--- src/rtl/ball_motion.sv ---
// ball_motion: steps NUM_BALLS bouncing balls, one ball per cycle, once per v_sync falling edge.
module ball_motion #(
  parameter int NUM_BALLS     = 4,
  parameter int SCREEN_WIDTH  = 800,
  parameter int SCREEN_HEIGHT = 600,
  parameter int BALL_DIM      = 25,
  parameter int BALL_SPEED    = 5
) (
  input  logic                    clk_100mhz,
  input  logic                    reset,
  input  logic                    v_sync,
  input  logic                    freeze,
  output logic [10*NUM_BALLS-1:0] ball_x,
  output logic [10*NUM_BALLS-1:0] ball_y,
  output logic                    busy,
  output logic                    frame_tick,
  output logic                    missed_frame
);
  localparam logic [10:0] XMAX = 11'(SCREEN_WIDTH - BALL_DIM);
  localparam logic [10:0] YMAX = 11'(SCREEN_HEIGHT - BALL_DIM);
  typedef enum logic {IDLE, UPDATE} state_t;
  state_t r_state, w_state_n;
  logic [1:0] r_idx, w_idx_n;
  logic r_vsync_d, r_arm, r_tick, r_missed, w_edge, w_last, w_upd;
  logic [9:0] r_x [NUM_BALLS];
  logic [9:0] r_y [NUM_BALLS];
  logic [NUM_BALLS-1:0] r_vx, r_vy;
  // returns {direction, position}; 11-bit sums keep p+s from wrapping
  function automatic logic [10:0] step(input logic [9:0] p, input logic d,
                                       input logic [10:0] s, input logic [10:0] m);
    logic [10:0] sum, dif;
    sum = {1'b0, p} + s;
    dif = {1'b0, p} - s;
    if (d) return (sum >= m) ? {1'b0, 10'(m)} : {1'b1, 10'(sum)};
    return ({1'b0, p} <= s) ? {1'b1, 10'd0} : {1'b0, 10'(dif)};
  endfunction
  // r_arm masks the first cycle after reset so v_sync held low through release is not an edge
  assign w_edge = r_vsync_d & ~v_sync & r_arm;
  assign w_last = (r_state == UPDATE) && (r_idx == 2'(NUM_BALLS - 1));
  assign w_upd  = (r_state == UPDATE) && !freeze;
  always_comb begin
    w_state_n = (r_state == IDLE) ? (w_edge ? UPDATE : IDLE) : (w_last ? IDLE : UPDATE);
    w_idx_n   = (r_state == UPDATE && !w_last) ? r_idx + 2'd1 : 2'd0;
  end
  always_ff @(posedge clk_100mhz) begin
    if (reset) begin
      r_state   <= IDLE;
      r_idx     <= 2'd0;
      r_vsync_d <= 1'b1;
      r_arm     <= 1'b0;
      r_tick    <= 1'b0;
      r_missed  <= 1'b0;
      for (int k = 0; k < NUM_BALLS; k++) begin
        r_x[k]  <= 10'(40 + 150 * k);
        r_y[k]  <= 10'(30 + 100 * k);
        r_vx[k] <= (k % 2 == 0);
        r_vy[k] <= 1'b1;
      end
    end else begin
      r_state   <= w_state_n;
      r_idx     <= w_idx_n;
      r_vsync_d <= v_sync;
      r_arm     <= 1'b1;
      r_tick    <= w_last;
      r_missed  <= r_missed | (w_edge & busy);
      for (int k = 0; k < NUM_BALLS; k++)
        if (w_upd && r_idx == 2'(k)) begin
          {r_vx[k], r_x[k]} <= step(r_x[k], r_vx[k], 11'(BALL_SPEED + k), XMAX);
          {r_vy[k], r_y[k]} <= step(r_y[k], r_vy[k], 11'(BALL_SPEED + k), YMAX);
        end
    end
  end
  for (genvar g = 0; g < NUM_BALLS; g++) begin : g_pack
    assign ball_x[10*g +: 10] = r_x[g];
    assign ball_y[10*g +: 10] = r_y[g];
  end
  assign busy         = (r_state == UPDATE);
  assign frame_tick   = r_tick;
  assign missed_frame = r_missed;
endmodule
--- config.mk ---
export PLATFORM = sky130hd
export DESIGN_NAME = ball_motion
export DESIGN_NICKNAME = d
export VERILOG_FILES = /design/src/rtl/ball_motion.sv
export SDC_FILE = /design/constraint.sdc
export NUM_CORES = 1
export LEC_CHECK = 0
export CELL_PAD_IN_SITES_DETAIL_PLACEMENT = 0
export CELL_PAD_IN_SITES_GLOBAL_PLACEMENT = 1
export CORE_MARGIN = 2
export CORE_UTILIZATION = 36
export CTS_CLUSTER_DIAMETER = 30
export CTS_CLUSTER_SIZE = 8
export DETAILED_ROUTE_END_ITERATION = 8
export PLACE_DENSITY = 0.83
export SYNTH_ARGS = -nofsm -noshare
export SYNTH_HDL_FRONTEND = slang
export SYNTH_SLANG_ARGS = --single-unit
--- constraint.sdc ---
create_clock -name clk_100mhz -period 7.2 [get_ports clk_100mhz]
set_clock_uncertainty 0.15 [all_clocks]
set_input_delay 1.08 -clock clk_100mhz [delete_from_list [all_inputs] [get_ports clk_100mhz]]
set_output_delay 1.08 -clock clk_100mhz [all_outputs]
set_load 0.005 [all_outputs]
==> report_table.html, run 1 <==
<table>
<tr><th>Metric</th><th>Value</th></tr>
<tr><th colspan="2">Floorplan</th></tr>
<tr><td>Site row count</td><td>53</td></tr>
<tr><td>Die Footprint</td><td>22800 sq um</td></tr>
<tr><td>Core Area</td><td>21100 sq um</td></tr>
<tr><td>Vertical extent of the die</td><td>151 microns</td></tr>
<tr><td>Die X</td><td>151 microns</td></tr>
<tr><td>Initial cell density of the core</td><td>36.9%</td></tr>
<tr><td>Ports placed on the boundary</td><td>87</td></tr>
<tr><th colspan="2">Timing</th></tr>
<tr><td>Period utilisation layout</td><td>49.3%</td></tr>
<tr><td>Measured slew at the worst slew-check pin</td><td>0.924 ns</td></tr>
<tr><td>Maximum operating frequency</td><td>282 MHz</td></tr>
<tr><td>Count of final setup violators</td><td>0</td></tr>
<tr><td>Fin. max-slew vios</td><td>0</td></tr>
<tr><td>Relative slew slack</td><td>37.9%</td></tr>
<tr><td>Final hold violation count</td><td>0</td></tr>
<tr><td>Post-route minimum period</td><td>3.55 ns</td></tr>
<tr><td>Sum Neg Setup Slack</td><td>0 ns</td></tr>
<tr><td>RSZ-0062 raised after global routing</td><td>false</td></tr>
<tr><td>Setup WS post-layout</td><td>3.65 ns</td></tr>
<tr><td>Hold Slack</td><td>0.321 ns</td></tr>
<tr><th colspan="2">Critical path</th></tr>
<tr><td>Setup Crit Path Kind</td><td>input pin to flop</td></tr>
<tr><td>FF-to-FF Start</td><td>ball_x[20]$_SDFFE_PP0P_</td></tr>
<tr><td>Register-to-register path setup slack</td><td>4.26 ns</td></tr>
<tr><td>Number of buffer and inverter instances along the worst setup path</td><td>1</td></tr>
<tr><td>Largest stage delay on the critical path</td><td>0.60 ns</td></tr>
<tr><td>Worst Setup Start Kind</td><td>input pin</td></tr>
<tr><td>Slowest stage cell, crit path</td><td>sky130_fd_sc_hd__nand2_1</td></tr>
<tr><td>Type of element capturing the critical path</td><td>flop</td></tr>
<tr><td>CP Launch Point</td><td>freeze</td></tr>
<tr><td>Critical path data required time</td><td>7.30 ns</td></tr>
<tr><td>Critical Path AT</td><td>3.65 ns</td></tr>
<tr><td>Cell chain of the critical path</td><td>clkdlybuf4s50_1, nor2b_1, nand2_1, o311ai_0, a21oi_1, or3_1, o22a_1</td></tr>
<tr><td>Largest fanout on the critical path</td><td>27</td></tr>
<tr><td>Crit-path leading delay family</td><td>simple AND/OR/NAND/NOR gates</td></tr>
<tr><th colspan="2">Clock tree</th></tr>
<tr><td>TritonCTS clock tree</td><td>yes</td></tr>
<tr><td>Number of levels the H-tree was split into</td><td>3</td></tr>
<tr><td>Clk slew on worst S/H paths</td><td>0.07 ns</td></tr>
<tr><td>Buffer type at the clock tree root</td><td>sky130_fd_sc_hd__clkbuf_16</td></tr>
<tr><td>Number of clock buffers inserted by TritonCTS</td><td>9</td></tr>
<tr><td>Num Clock Sinks</td><td>93</td></tr>
<tr><td>Count of buffers added by post-CTS timing repair for setup</td><td>0</td></tr>
<tr><td>Count of cells resized by post-cts repair</td><td>0</td></tr>
<tr><td>Post-cts hold buffer count</td><td>0</td></tr>
<tr><td>Maximum root-to-sink buffer count</td><td>2</td></tr>
<tr><td>Latest clock arrival within the worst-skew pair</td><td>0.36 ns</td></tr>
<tr><th colspan="2">Pwr</th></tr>
<tr><td>Leak pwr</td><td>3.02 nW</td></tr>
<tr><td>Maximum vdd ir drop</td><td>101 uV</td></tr>
<tr><td>P per Cell Area</td><td>131 nW/um^2</td></tr>
<tr><th colspan="2">Drt</th></tr>
<tr><td>Via-per-instance ratio</td><td>5.97</td></tr>
<tr><td>Number of DRC violations after detailed-routing iteration 0</td><td>619</td></tr>
<tr><td>Routed wirelength normalized by instance count</td><td>16.3 microns</td></tr>
<tr><td>DRC violations left</td><td>0</td></tr>
<tr><td>Total via count in the routed design</td><td>8149</td></tr>
<tr><td>First-pass iteration count of the detailed router</td><td>5</td></tr>
<tr><td>Overall routed net length</td><td>22200 microns</td></tr>
<tr><td>Post-detailed-route count of antenna-violating nets</td><td>0</td></tr>
<tr><th colspan="2">Logic synthesis</th></tr>
<tr><td>Seq cells post-synth</td><td>93</td></tr>
<tr><td>EDFF count, synth</td><td>0</td></tr>
<tr><td>Proportion of netlist area held by the largest area contributor</td><td>23.9%</td></tr>
<tr><td>Synth warn</td><td>0</td></tr>
<tr><td>Gate count after technology mapping</td><td>1081</td></tr>
<tr><td>Share of synthesized flip-flops with an asynchronous set or reset</td><td>0%</td></tr>
<tr><td>Seq/Total Area, Yosys</td><td>23.9%</td></tr>
<tr><td>Commonest register cell after synthesis</td><td>sky130_fd_sc_hd__dfxtp_1</td></tr>
<tr><td>Top cells by instance count after synthesis</td><td>sky130_fd_sc_hd__dfxtp_1 (93), sky130_fd_sc_hd__nand2_1 (92), sky130_fd_sc_hd__nor2_1 (89)</td></tr>
<tr><td>Post-synthesis area per instance</td><td>7.19 sq um</td></tr>
<tr><td>Cell area after synthesis</td><td>7780 sq um</td></tr>
<tr><td>Dominant cell by count in the synthesized netlist</td><td>sky130_fd_sc_hd__dfxtp_1</td></tr>
<tr><td>Count of distinct cell types in the synthesized netlist</td><td>85</td></tr>
<tr><td>Net count of the mapped netlist</td><td>1113</td></tr>
<tr><td>Cell taking the most area after synthesis</td><td>sky130_fd_sc_hd__dfxtp_1</td></tr>
<tr><td>Cells taking the most area after synthesis</td><td>sky130_fd_sc_hd__dfxtp_1 (24%), sky130_fd_sc_hd__a21oi_1 (4.7%), sky130_fd_sc_hd__ha_1 (4.5%), sky130_fd_sc_hd__o21ai_0 (4.5%), sky130_fd_sc_hd__nand2_1 (4.4%)</td></tr>
<tr><th colspan="2">Outcome</th></tr>
<tr><td>Result of the run</td><td>complete, no violations</td></tr>
<tr><th colspan="2">Min path</th></tr>
<tr><td>Hold Crit Class</td><td>flop to flop</td></tr>
<tr><td>Origin of the worst min-delay path</td><td>missed_frame$_SDFF_PP0_</td></tr>
<tr><th colspan="2">Global routing</th></tr>
<tr><td>Total Routing Usage GR</td><td>19.3%</td></tr>
<tr><td>Maximum number of pins on one net before global-route repair</td><td>51</td></tr>
<tr><td>Number of global-route vias before repair</td><td>7133</td></tr>
<tr><td>Antenna violations before repair</td><td>0</td></tr>
<tr><td>Gr ovfl total</td><td>0</td></tr>
<tr><td>First-pass GRT wire length</td><td>36400 microns</td></tr>
<tr><th colspan="2">Layout</th></tr>
<tr><td>Diodes inserted</td><td>0</td></tr>
<tr><td>Number of nets in the finished design</td><td>1116</td></tr>
<tr><td>Area grow syn2layout</td><td>14.5%</td></tr>
<tr><td>Final instance count without filler cells</td><td>1364</td></tr>
<tr><td>Fraction of layout instances using a drive strength above 1</td><td>3.67%</td></tr>
<tr><th colspan="2">Place</th></tr>
<tr><td>Placer's final routability congestion estimate</td><td>0.890</td></tr>
<tr><td>Count of port buffers added during placement</td><td>86</td></tr>
<tr><td>Placement Setup Slack</td><td>3.32 ns</td></tr>
<tr><td>Count of placed standard cells including taps</td><td>1348</td></tr>
<tr><td>Estimated wirelength of the detail-placed design</td><td>15200 microns</td></tr>
<tr><th colspan="2">Job</th></tr>
<tr><td>Reported max-cap violation count</td><td>0</td></tr>
</table>
-- report_power, final --
group | switching, mW | internal (mW) | leakage [nW]
combinational | 0.0680 | 0.0577 | 2.11
sequential | 0.0287 | 0.525 | 0.753
clock | 0.213 | 0.278 | 0.152
total | 0.309 | 0.861 | 3.02
-- cells in the final DEF (no fill, tap or decap), types with 8 or more instances in the layout --
master	n
sky130_fd_sc_hd__xor2_1	11
sky130_fd_sc_hd__mux2i_1	9
sky130_fd_sc_hd__and3_1	9
sky130_fd_sc_hd__a21o_1	15
sky130_fd_sc_hd__nand4_1	8
sky130_fd_sc_hd__inv_1	41
sky130_fd_sc_hd__dfxtp_1	93
sky130_fd_sc_hd__nand3_1	46
sky130_fd_sc_hd__a31oi_1	27
sky130_fd_sc_hd__nand2b_1	15
sky130_fd_sc_hd__nand2_1	92
sky130_fd_sc_hd__nor3_1	50
sky130_fd_sc_hd__nor2_1	89
sky130_fd_sc_hd__a211oi_1	13
sky130_fd_sc_hd__o21ai_0	70
sky130_fd_sc_hd__o21a_1	10
sky130_fd_sc_hd__a221oi_1	11
sky130_fd_sc_hd__clkbuf_16	9
sky130_fd_sc_hd__clkdlybuf4s50_1	85
sky130_fd_sc_hd__nor4_1	11
sky130_fd_sc_hd__o22ai_1	14
sky130_fd_sc_hd__o31ai_1	14
sky130_fd_sc_hd__ha_1	28
sky130_fd_sc_hd__o211ai_1	12
sky130_fd_sc_hd__xnor2_1	22
sky130_fd_sc_hd__or3_1	16
sky130_fd_sc_hd__nor2b_1	18
sky130_fd_sc_hd__a21oi_1	73
-- registers in the layout (all words and copies together), names as in the netlist --
name and count:
r_vy 4, ball_y 39, missed_frame 1, busy 1, r_vx 4, r_vsync_d 1
r_arm 1, ball_x 39, frame_tick 1, r_idx 2
-- final timing paths --
path,cells past startpoint,endpoint
min,2,missed_frame$_SDFF_PP0_
min reg2reg,2,missed_frame$_SDFF_PP0_
max reg2reg,8,r_vx[2]$_SDFFE_PP1P_
max,7,ball_y[5]$_SDFFE_PP0P_
-- metrics by stage --
| step | cell area, sq um | total power, mW | util (%) |
|---|---|---|---|
| 3_5_place_dp | 8600 | 0.690 | 40.8 |
| 3_3_place_gp | 8600 | 0.690 | 40.8 |
| 5_1_grt | 8900 | 1.23 | 42.2 |
| 4_1_cts | 8900 | 1.19 | 42.2 |
| 6_report | 8900 | 1.17 | 42.2 |
| 2_1_floorplan | 7780 | 0.648 | - |
-- final cells by class --
| type | count | area, sq um |
|---|---|---|
| Inverter | 42 | 158 |
| Fill cell | 2176 | 12200 |
| Clock inverter | 6 | 62.6 |
| Tap cell | 275 | 344 |
| Multi-Input combinational cell | 850 | 5370 |
| Sequential cell | 93 | 1860 |
| Clock buffer | 10 | 239 |
| Timing Repair Buffer | 88 | 871 |
-- layer usage --
layer	part of all wire [%]	up-vias	GRT usage (%)	wire (microns)
met1	49	3793	27.7	10800
met3	4.9	29	2.80	1080
met5	0	-	0	0
li1	-	4058	-	-
met4	1.6	0	6.21	363
met2	45	269	29.7	9930
-- kinds of logic after synthesis --
family,share of synthesized area (%)
AOI/OAI and AO/OA,32.7
xor gates and xnor gates,3.72
adders and majority gates,4.50
buffers and inverters,7.05
DFF,23.9
muxes,1.59
and+or+nand+nor,26.5
-- worst reg2reg max path: stages, from the launching register on --
cell and delay [ns]:
sky130_fd_sc_hd__dfxtp_1 0.53, sky130_fd_sc_hd__inv_1 0.17, sky130_fd_sc_hd__ha_1 0.36, sky130_fd_sc_hd__o21bai_1 0.25, sky130_fd_sc_hd__a2111oi_0 0.15, sky130_fd_sc_hd__a211o_1 0.35, sky130_fd_sc_hd__a21oi_2 0.40, sky130_fd_sc_hd__o22ai_1 0.12
sky130_fd_sc_hd__a221o_1 0.33
Note: power is estimated with default switching activity, not from simulation.
==> run 2: changes to the inputs <==
PLACE_DENSITY = 0.85   (was 0.83)
clock period = 2.88 ns   (was 7.2 ns; I/O delays follow)
==> run 2 against run 1 <==
Effect of this change: final cell count up 3.4%; combinational power rose to 2.8 times the previous value; global-route usage up 0.61 points; utilization up 1.9 points; flip-flop and latch count unchanged; largest cell class unchanged.
==> report_table.html, run 2 (synthesis gave the netlist of run 1 again) <==
<table>
<tr><th>Metric</th><th>Value</th></tr>
<tr><th colspan="2">Layout</th></tr>
<tr><td>Fraction of layout instances using a drive strength above 1</td><td>7.57%</td></tr>
<tr><td>Highest-count cells in the layout ignoring fill and taps</td><td>sky130_fd_sc_hd__dfxtp_1 (93), sky130_fd_sc_hd__nand2_1 (92), sky130_fd_sc_hd__nor2_1 (89)</td></tr>
<tr><td>Final instance count without filler cells</td><td>1411</td></tr>
<tr><td>Sequential Area</td><td>1860 sq um</td></tr>
<tr><td>Area used by multi-input combinational logic</td><td>5370 sq um</td></tr>
<tr><td>Number of nets in the finished design</td><td>1163</td></tr>
<tr><td>Finished layout cell area</td><td>9300 sq um</td></tr>
<tr><td>Diodes inserted</td><td>0</td></tr>
<tr><td>Area grow syn2layout</td><td>19.6%</td></tr>
<tr><td>Fillers</td><td>2162</td></tr>
<tr><td>Final Core Density</td><td>44.1%</td></tr>
<tr><td>Most common library cell in the layout ignoring fill and taps</td><td>sky130_fd_sc_hd__dfxtp_1</td></tr>
<tr><th colspan="2">Clock tree</th></tr>
<tr><td>Num Clock Sinks</td><td>93</td></tr>
<tr><td>Maximum root-to-sink buffer count</td><td>2</td></tr>
<tr><td>Buffer type at the clock tree root</td><td>sky130_fd_sc_hd__clkbuf_16</td></tr>
<tr><td>Number of clock buffers inserted by TritonCTS</td><td>9</td></tr>
<tr><td>Clk slew on worst S/H paths</td><td>0.07 ns</td></tr>
<tr><td>Count of cells resized by post-cts repair</td><td>0</td></tr>
<tr><td>Number of levels the H-tree was split into</td><td>3</td></tr>
<tr><td>TritonCTS clock tree</td><td>yes</td></tr>
<tr><td>Count of buffers added by post-CTS timing repair for setup</td><td>0</td></tr>
<tr><td>Post-cts hold buffer count</td><td>0</td></tr>
<tr><td>Latest clock arrival within the worst-skew pair</td><td>0.34 ns</td></tr>
<tr><th colspan="2">Floorplan</th></tr>
<tr><td>Initial cell density of the core</td><td>36.9%</td></tr>
<tr><td>Die Footprint</td><td>22800 sq um</td></tr>
<tr><td>Ports placed on the boundary</td><td>87</td></tr>
<tr><td>Site row count</td><td>53</td></tr>
<tr><td>Core Area</td><td>21100 sq um</td></tr>
<tr><td>Die X</td><td>151 microns</td></tr>
<tr><td>Vertical extent of the die</td><td>151 microns</td></tr>
<tr><th colspan="2">Timing</th></tr>
<tr><td>Relative slew slack</td><td>45.2%</td></tr>
<tr><td>Maximum operating frequency</td><td>384 MHz</td></tr>
<tr><td>Measured slew at the worst slew-check pin</td><td>0.816 ns</td></tr>
<tr><td>Sum Neg Setup Slack</td><td>0 ns</td></tr>
<tr><td>Count of final setup violators</td><td>0</td></tr>
<tr><td>Period utilisation layout</td><td>90.5%</td></tr>
<tr><td>Final hold violation count</td><td>0</td></tr>
<tr><td>Fin. max-slew vios</td><td>0</td></tr>
<tr><td>RSZ-0062 raised after global routing</td><td>false</td></tr>
<tr><td>Setup WS post-layout</td><td>0.273 ns</td></tr>
<tr><td>Post-route minimum period</td><td>2.61 ns</td></tr>
<tr><th colspan="2">Pwr</th></tr>
<tr><td>P per Cell Area</td><td>339 nW/um^2</td></tr>
<tr><td>Leak pwr</td><td>3.26 nW</td></tr>
<tr><td>Maximum vdd ir drop</td><td>223 uV</td></tr>
<tr><th colspan="2">Place</th></tr>
<tr><td>Estimated wirelength of the detail-placed design</td><td>16300 microns</td></tr>
<tr><td>Count of port buffers added during placement</td><td>86</td></tr>
<tr><td>Placer's final routability congestion estimate</td><td>0.901</td></tr>
<tr><td>Count of placed standard cells including taps</td><td>1395</td></tr>
<tr><td>Placement Setup Slack</td><td>0.298 ns</td></tr>
<tr><td>Post-place instance area</td><td>8950 sq um</td></tr>
<tr><th colspan="2">Drt</th></tr>
<tr><td>DRC violations left</td><td>0</td></tr>
<tr><td>Overall routed net length</td><td>23000 microns</td></tr>
<tr><td>First-pass iteration count of the detailed router</td><td>5</td></tr>
<tr><td>Total via count in the routed design</td><td>8421</td></tr>
<tr><td>Routed wirelength normalized by instance count</td><td>16.3 microns</td></tr>
<tr><td>Number of DRC violations after detailed-routing iteration 0</td><td>604</td></tr>
<tr><td>Via-per-instance ratio</td><td>5.97</td></tr>
<tr><td>Post-detailed-route count of antenna-violating nets</td><td>0</td></tr>
<tr><th colspan="2">Global routing</th></tr>
<tr><td>First-pass GRT wire length</td><td>37700 microns</td></tr>
<tr><td>Maximum number of pins on one net before global-route repair</td><td>40</td></tr>
<tr><td>Gr ovfl total</td><td>0</td></tr>
<tr><td>Total Routing Usage GR</td><td>19.9%</td></tr>
<tr><td>Number of global-route vias before repair</td><td>7462</td></tr>
<tr><td>Antenna violations before repair</td><td>0</td></tr>
<tr><th colspan="2">Critical path</th></tr>
<tr><td>Largest fanout on the critical path</td><td>11</td></tr>
<tr><td>Type of element capturing the critical path</td><td>flop</td></tr>
<tr><td>Critical Path AT</td><td>2.75 ns</td></tr>
<tr><td>Register-to-register path setup slack</td><td>0.27 ns</td></tr>
<tr><td>Setup Crit Path Kind</td><td>flop to flop</td></tr>
<tr><td>Critical path data required time</td><td>3.02 ns</td></tr>
<tr><td>Worst Setup Start Kind</td><td>flop</td></tr>
<tr><th colspan="2">Job</th></tr>
<tr><td>Reported max-cap violation count</td><td>0</td></tr>
<tr><th colspan="2">Outcome</th></tr>
<tr><td>Result of the run</td><td>complete, no violations</td></tr>
<tr><th colspan="2">Min path</th></tr>
<tr><td>Hold Crit Class</td><td>input pin to flop</td></tr>
</table>
## run 2: changes by cell type in the layout (fill, tap and decap cells not counted), sizes merged
| cell | before | now |
|---|---|---|
| buf | 3 | 50 |
| bufinv | 1 | 3 |
| clkbuf | 10 | 11 |
| clkinv | 6 | 1 |
| clkinvlp | 0 | 1 |
| inv | 41 | 42 |
## run 2: path summary, 6_finish.rpt
check                                               end                    start  cells past startpoint
worst max-delay path            ball_x[11]$_SDFFE_PP1P_  ball_x[12]$_SDFFE_PP1P_                      8
worst min-delay path            ball_x[23]$_SDFFE_PP0P_                    reset                      2
worst max register to register  ball_x[11]$_SDFFE_PP1P_  ball_x[12]$_SDFFE_PP1P_                      8
worst min register to register      r_idx[0]$_SDFF_PP0_      r_idx[0]$_SDFF_PP0_                      1
## run 2: area by class of cell
class	instances	area share (%)
clock buffer	11	2.61
clock inverter	5	1.14
inverter	42	1.69
multi-input combinational	850	57.7
sequential	93	20.0
tap	275	3.70
timing repair buffer	135	13.2
## run 2: worst max-delay path, stage by stage, from the launching register on
cell                        delay, ns
sky130_fd_sc_hd__dfxtp_1         0.55
sky130_fd_sc_hd__inv_1           0.08
sky130_fd_sc_hd__ha_1            0.31
sky130_fd_sc_hd__or4b_1          0.49
sky130_fd_sc_hd__o22ai_1         0.15
sky130_fd_sc_hd__o2bb2ai_1       0.16
sky130_fd_sc_hd__o221ai_1        0.24
sky130_fd_sc_hd__a211oi_1        0.30
sky130_fd_sc_hd__a211o_1         0.13
## run 2: power by group
group / internal [mW] / switching, mW / total (mW)
clock network: 0.877 / 0.549 / 1.43
logic: 0.158 / 0.198 / 0.356
registers: 1.31 / 0.0611 / 1.37
total: 2.35 / 0.808 / 3.16
## run 2: metal layers
| layer | vias up | track usage [%] | share of wire (%) |
|---|---|---|---|
| met5 | - | 0 | 0 |
| li1 | 4155 | - | - |
| met3 | 26 | 2.89 | 5.8 |
| met1 | 3944 | 28.8 | 48 |
| met4 | 0 | 5.05 | 1.3 |
| met2 | 296 | 31.0 | 45 |
## run 2: per-stage QoR
step           total power [mW]  hold WS (ns)
6_report                   3.16         0.295
5_1_grt                    3.28         0.317
4_1_cts                    3.19         0.280
3_5_place_dp               1.75         0.352
3_3_place_gp               1.75         0.331
2_1_floorplan              1.62         0.309
